**config.mk**
```make
export PLATFORM = sky130hd
export DESIGN_NAME = mux_arb_reg
export DESIGN_NICKNAME = d
export VERILOG_FILES = /design/src/rtl/mux_arb_reg.sv
export SDC_FILE = /design/constraint.sdc
export NUM_CORES = 1
export LEC_CHECK = 0
export ABC_AREA = 1
export CAP_MARGIN = 20
export CORE_MARGIN = 2
export CORE_UTILIZATION = 41
export CTS_CLUSTER_SIZE = 10
export DETAILED_ROUTE_END_ITERATION = 8
export HOLD_SLACK_MARGIN = 0.08
export PLACE_DENSITY = 0.92
export SLEW_MARGIN = 0
export SYNTH_ARGS = -nofsm -noshare
export SYNTH_HDL_FRONTEND = slang
export SYNTH_SLANG_ARGS = --single-unit
```
**constraint.sdc**
```tcl
create_clock -name i_clk -period 5.09 [get_ports i_clk]
set_clock_uncertainty 0.1 [all_clocks]
set_input_delay 0.509 -clock i_clk [delete_from_list [all_inputs] [get_ports i_clk]]
set_output_delay 0.509 -clock i_clk [all_outputs]
set_load 0.02 [all_outputs]
```
**src/rtl/mux_arb_reg.sv**
```systemverilog
// mux_arb_reg: registered N-channel mux with fixed-select or round-robin arbitration and valid/ready handshakes
module mux_arb_reg #(
  parameter int WIDTH = 8,
  parameter int NCH   = 4,
  parameter int SELW  = 2
) (
  input  logic                   i_clk,
  input  logic                   i_nreset,
  input  logic                   i_mode,
  input  logic [SELW-1:0]        i_sel,
  input  logic [NCH-1:0]         i_in_valid,
  input  logic [NCH*WIDTH-1:0]   i_in_data,
  output logic [NCH-1:0]         o_in_ready,
  output logic                   o_out_valid,
  output logic [WIDTH-1:0]       o_out_data,
  output logic [SELW-1:0]        o_out_ch,
  input  logic                   i_out_ready
);
  logic             r_out_valid;
  logic [WIDTH-1:0] r_out_data;
  logic [SELW-1:0]  r_out_ch;
  logic [SELW-1:0]  r_ptr;
  logic             w_space;
  logic             w_gnt_vld;
  logic [SELW-1:0]  w_gnt;
  logic [WIDTH-1:0] w_data;
  logic             w_acc;
  assign w_space = !r_out_valid || i_out_ready;
  assign w_acc   = w_gnt_vld && w_space && i_nreset;
  // grant: fixed sel in mode 0; in mode 1 the lowest valid channel at or above ptr wins, else the lowest below it
  always_comb begin
    w_gnt_vld = 1'b0;
    w_gnt     = '0;
    for (int k = NCH - 1; k >= 0; k--)
      if (i_mode && i_in_valid[k] && SELW'(k) < r_ptr) begin
        w_gnt_vld = 1'b1;
        w_gnt     = SELW'(k);
      end
    for (int k = NCH - 1; k >= 0; k--)
      if (i_mode && i_in_valid[k] && SELW'(k) >= r_ptr) begin
        w_gnt_vld = 1'b1;
        w_gnt     = SELW'(k);
      end
    for (int k = 0; k < NCH; k++)
      if (!i_mode && i_in_valid[k] && SELW'(k) == i_sel) begin
        w_gnt_vld = 1'b1;
        w_gnt     = SELW'(k);
      end
  end
  // one-hot ready and data select for the granted channel
  always_comb begin
    o_in_ready = '0;
    w_data     = '0;
    for (int k = 0; k < NCH; k++) begin
      o_in_ready[k] = w_acc && w_gnt == SELW'(k);
      w_data        = w_gnt == SELW'(k) ? i_in_data[k*WIDTH +: WIDTH] : w_data;
    end
  end
  // output register: load on accept, empty on drain, hold on stall
  always_ff @(posedge i_clk) begin
    if (!i_nreset) begin
      r_out_valid <= 1'b0;
      r_out_data  <= '0;
      r_out_ch    <= '0;
      r_ptr       <= '0;
    end else if (w_acc) begin
      r_out_valid <= 1'b1;
      r_out_data  <= w_data;
      r_out_ch    <= w_gnt;
      r_ptr       <= w_gnt == SELW'(NCH - 1) ? '0 : w_gnt + 1'b1;
    end else if (i_out_ready) begin
      r_out_valid <= 1'b0;
    end
  end
  assign o_out_valid = r_out_valid;
  assign o_out_data  = r_out_data;
  assign o_out_ch    = r_out_ch;
endmodule

```
# Word level (Yosys, flattened, before mapping)
# Index checks and enable logic that the tools add are counted.
[word_totals]
register_bits = 13
in_bits = 42
out_inout_bits = 15
wordCells = 82
[op_classes]
n_addsub = 1
magnitude_cmp = 8
eq_ne = 6
muxes = 31
reduce_logical = 32
[ops]
columns = ["op", "n"]
rows = [
  ["$mux 8", 4],
  ["$logic_and 1x1->1", 26],
  ["$mux 2", 13],
  ["$mux 1", 14],
  ["$eq 2x2->1 const A", 2],
  ["$eq 2x2->1 const B", 2],
  ["$ge 1x2->1 const A", 2],
  ["$ge 2x2->1 const A", 2],
  ["$logic_not 2->1", 2],
  ["$lt 1x2->1 const A", 2],
  ["$lt 2x2->1 const A", 2],
  ["$add 2x1->2 const B", 1],
  ["$eq 1x2->1 const A", 1],
  ["$eq 2x1->1 const B", 1],
  ["$logic_not 1->1", 2],
  ["$reduce_bool 2->1", 1],
  ["$logic_or 1x1->1", 1],
]

# Logic depth before layout (Yosys ltp)
[depth]
ltp_word = 19
ltp_mapped = 19

# Least setup slack after synthesis
# OpenSTA, ideal clock, no wires.
[synth_timing]
path_kind = "input-to-output"
startpoint = "input port i_mode"
endpoint = "output port o_in_ready[3]"
arrival_time_ns = 2.124
slack_ns = 2.357
cell_stages = 13
n_path_buf = 3
path_cell_list = "buf_6 -> nor2_2 -> nand2_1 -> nand2_1 -> nor2_2 -> o21ai_0 -> nand2_1 -> inv_1 -> ha_1 -> clkbuf_1 -> clkbuf_1 -> inv_1 -> nor2_1"
[synth_via]
word_cells_on_any_way = 49
classes_between = "eq/ne: 1; mux: 24; reduce/logical: 24"
[synth_lines]
columns = ["item", "line_no", "rtl"]
rows = [
  ["from (decl)", "9", "input logic i_mode,"],
  ["$logic_and 1x1->1", "35, 40", ""],
  ["$logic_and 1x1->1", "35", "if (i_mode && i_in_valid[k] && SELW'(k) < r_ptr) begin"],
  ["$mux 2 (4 in a row)", "35", ""],
  ["$mux 2 (4 in a row)", "40", "if (i_mode && i_in_valid[k] && SELW'(k) >= r_ptr) begin"],
  ["$mux 2 (3 in a row)", "45", "if (!i_mode && i_in_valid[k] && SELW'(k) == i_sel) begin"],
  ["$mux 2 *", "45", ""],
  ["named net w_gnt[1]", "25", "logic [SELW-1:0] w_gnt;"],
  ["$eq 2x2->1 *", "55", "o_in_ready[k] = w_acc && w_gnt == SELW'(k);"],
  ["$logic_and 1x1->1 *", "55", ""],
  ["to (decl)", "13", "output logic [NCH-1:0] o_in_ready,"],
]
# Mark *: on every way through the listed nets, which the timed path passes. The rest lies on a longest branch.

# Final worst setup path
[layout_timing]
startpoint = "input port i_mode"
endpoint = "output port o_in_ready[2]"
# The elaborated chain is that of the path after synthesis.

==> results.md <==
* Share of the synthesized area in the top cell type at 0.253
* DIE AREA at roughly 2900 um2
* Req. time, crit path at about 4.5 ns
* Filler Cell Count at ~230
* Synth unique cells at 19
* Slew Limit Fails at 0
* Crit path launch type: primary input
* Initial antenna violation count at 0
* Fmax at around 270 MHz
* Async SR Flop Fraction at 0
* Synth Register Bits at 13
* Clock latency on the worst-skew pair at approximately 0.28 ns
* Cts bufs inserted at 3
* EDFF count, synth at 0
* Critical Path End Type: output pin
* Crit path top cell by count: nand2_1
* Post-synth top flop: dfxtp_1
* Cts repair resizes at 0
* Setup Buffers After CTS at 0
* Mapped Cells at about 180
* Final #Nets at 276
* Post-DR vias/cell at approximately 4.7
* Final HPWL DP at 2.18 mm
* Leak at ~0.74 nW
* Inst Count DP at ~260
* GRT Overall Usage at 0.202
* Relative slew margins at 0.677
* Final setup fails at 0
* Syn. warnings at 0
* Most common cell in the netlist: nand2_1
* Worst Hold Class: flip-flop to flip-flop
* Total grt overflow at 0
* Final worst path period need at between 3 and 4 ns
* Most instantiated cells after synthesis: nand2_1, inv_1, o21ai_0
* Avg WL per Cell at 10.3 um
* Crit path kind: primary input to output pin
* Initial cell density of the core at 0.423
* Final Wtd Congestion at roughly 0.9
* Layout cell share with drive strength beyond 1 at 0.0611
* Drt pass-1 iters at 4
* Hold buffers post-CTS at 0
* First-pass GRT wire length at 4.33 mm
* Post-route insts no fill at roughly 260
* Worst EP arrival at approximately 3.1 ns
* Hold Violations, Final at 0
* Cell Rows at 18
* Setup tns final at 0 ns
* Largest cells by area after synthesis: dfxtp_1, nand2_1, o21ai_0
* Clock Sink Count at 13
* Clk Tree Root Cell: clkbuf_4
* Sequential fraction of the synthesis area at 0.253
* Core area at about 2400 um2
* Avg Inst Size Synth at slightly below 6 um2
* Die Wd at approximately 54 um
* H-tree depth at 1
* Clock Pin Slew Worst Setup and Hold Paths at approximately 0.070 ns
* Least-Margin Pin Slew at between 0.4 and 0.5 ns
* # diodes at 0
* Vias in the first global route at between 1000 and 1500
* Netlist Area Pre-Place at between 1000 and 1500 um2
* Power per cell area at between 200 and 300 nW/um2
* Status: completed
* CTS tree: done
* WP buf/inv at 6
* Max clock buf depth at 2
* Synth-to-Final Area Change at 55.4%
* Syn nets at between 200 and 250
* Die H at approximately 54 um
* Critical path, cell by cell: clkdlybuf4s50_1 -> nand2_1 -> inv_1 -> nand2_1 -> nand2_1 -> inv_1 -> nand2_1 -> nand2_1 -> inv_1 -> ha_1 -> inv_1 -> nor2_1 -> clkdlybuf4s50_1
* Antenna Nets Post-Route at 0
* RSZ-0062 raised after global routing: false
* Peak supply drop at ~0.00021 V
* First DRT Iteration DRCs at 23
* Crit-path leading delay family: buffers and inverters
* Largest net degree at the start of global routing at 20
* DRT Wirelength at ~2.7 mm
* Dominant cell type by area after synthesis: dfxtp_1
* CP max stage delay at between 0.6 and 0.7 ns
* Worst-path fanout max at 9
* IO Pins at 57
* DRC at 0
* CP max stage cell: clkdlybuf4s50_1
* Port Buf Inserts at 56
* Max cap viols at 0
* Final Cycle Share at 0.736
* Vias at about 1200
-- report_power, final --
part           switching, W  leakage (nW)  internal (W)  total [W]
Clock             0.0000334        0.0150     0.0000305  0.0000638
Combinational      0.000123         0.615      0.000105   0.000228
Sequential        0.0000132         0.108      0.000124   0.000137
Total              0.000170         0.737      0.000260   0.000429
-- cells by family (layout without fill, tap and decap cells) --
family	count (synthesis)	after routing	synth area share
DFF	13	13	0.253
adders and majority gates	4	4	0.0486
buffers and inverters	27	79	0.121
AOI/OAI and AO/OA	30	30	0.149
and+or+nand+nor	103	103	0.428
-- final timing paths --
check | to | cells past startpoint | slack, ns | startpoint
max | o_in_ready[2] | 13 | 1.34 | i_mode
min | o_out_ch[0] | 2 | 0.35 | o_out_ch[0]
max reg2reg | o_out_data[3] | 14 | 2.65 | r_ptr[1]
min reg2reg | o_out_ch[0] | 2 | 0.35 | o_out_ch[0]
-- worst register-to-register path, stage by stage, from the launching register on --
cell     delay (ns)
dfxtp_1        0.37
nor2_1         0.18
nand2_1        0.07
nand2_1        0.09
inv_1          0.05
nand2_1        0.05
nand2_1        0.13
ha_1           0.35
nor2_1         0.41
nand2_1        0.09
nand2_1        0.09
o21ai_0        0.09
o21ai_0        0.17
nand2_1        0.09
nand2_1        0.06
-- sequential cells by signal, indices dropped and copies added (netlist names) --
register	flops
o_out_data	8
o_out_ch	2
r_ptr	2
o_out_valid	1
-- per-stage QoR --
step / util / hold WS (ns) / total power, W / cell area (um2) / worst slack (ns)
6_report: 0.658 / 0.354 / 0.000429 / 1600 / 1.34
5_1_grt: 0.658 / 0.391 / 0.000468 / 1600 / 1.08
4_1_cts: 0.658 / 0.359 / 0.000433 / 1600 / 1.38
3_5_place_dp: 0.647 / 0.348 / 0.000367 / 1570 / 1.39
3_3_place_gp: 0.647 / 0.342 / 0.000363 / 1570 / 1.47
2_1_floorplan: - / 0.381 / 0.000275 / 1030 / 2.36
-- layout by cell type, fill, tap and decap left out --
cell type        netlist  layout
nand2_1               67      67
clkdlybuf4s50_1        0      56
inv_1                 18      18
o21ai_0               17      17
nor2_1                15      15
dfxtp_1               13      13
nand3_1               11      11
a21oi_1               11      11
nor2_2                 4       4
ha_1                   4       4
nand2_2                3       3
clkbuf_4               0       3
nand4_1                1       1
o21ai_1                1       1
nand3_2                1       1
nand3_4                1       1
inv_2                  1       1
a21oi_2                1       1
clkbuf_1               4       1
-- final cells by class --
class                      count  area [um2]  share of cell area
timing repair buffer          56         561               0.350
sequential                    13         260               0.163
clock buffer                   4        26.3              0.0164
multi-input combinational    137         644               0.403
inverter                      19        71.3              0.0446
tap                           30        37.5              0.0235
-- per-layer routing --
layer / GRT usage / routed length [um] / vias to the layer above
met5: 0 / 0 / -
met4: 0.125 / 75 / 0
met3: 0.0333 / 140 / 7
met2: 0.313 / 1210 / 41
met1: 0.259 / 1250 / 518
li1: - / - / 657
Power figures use the tool's default switching activity.
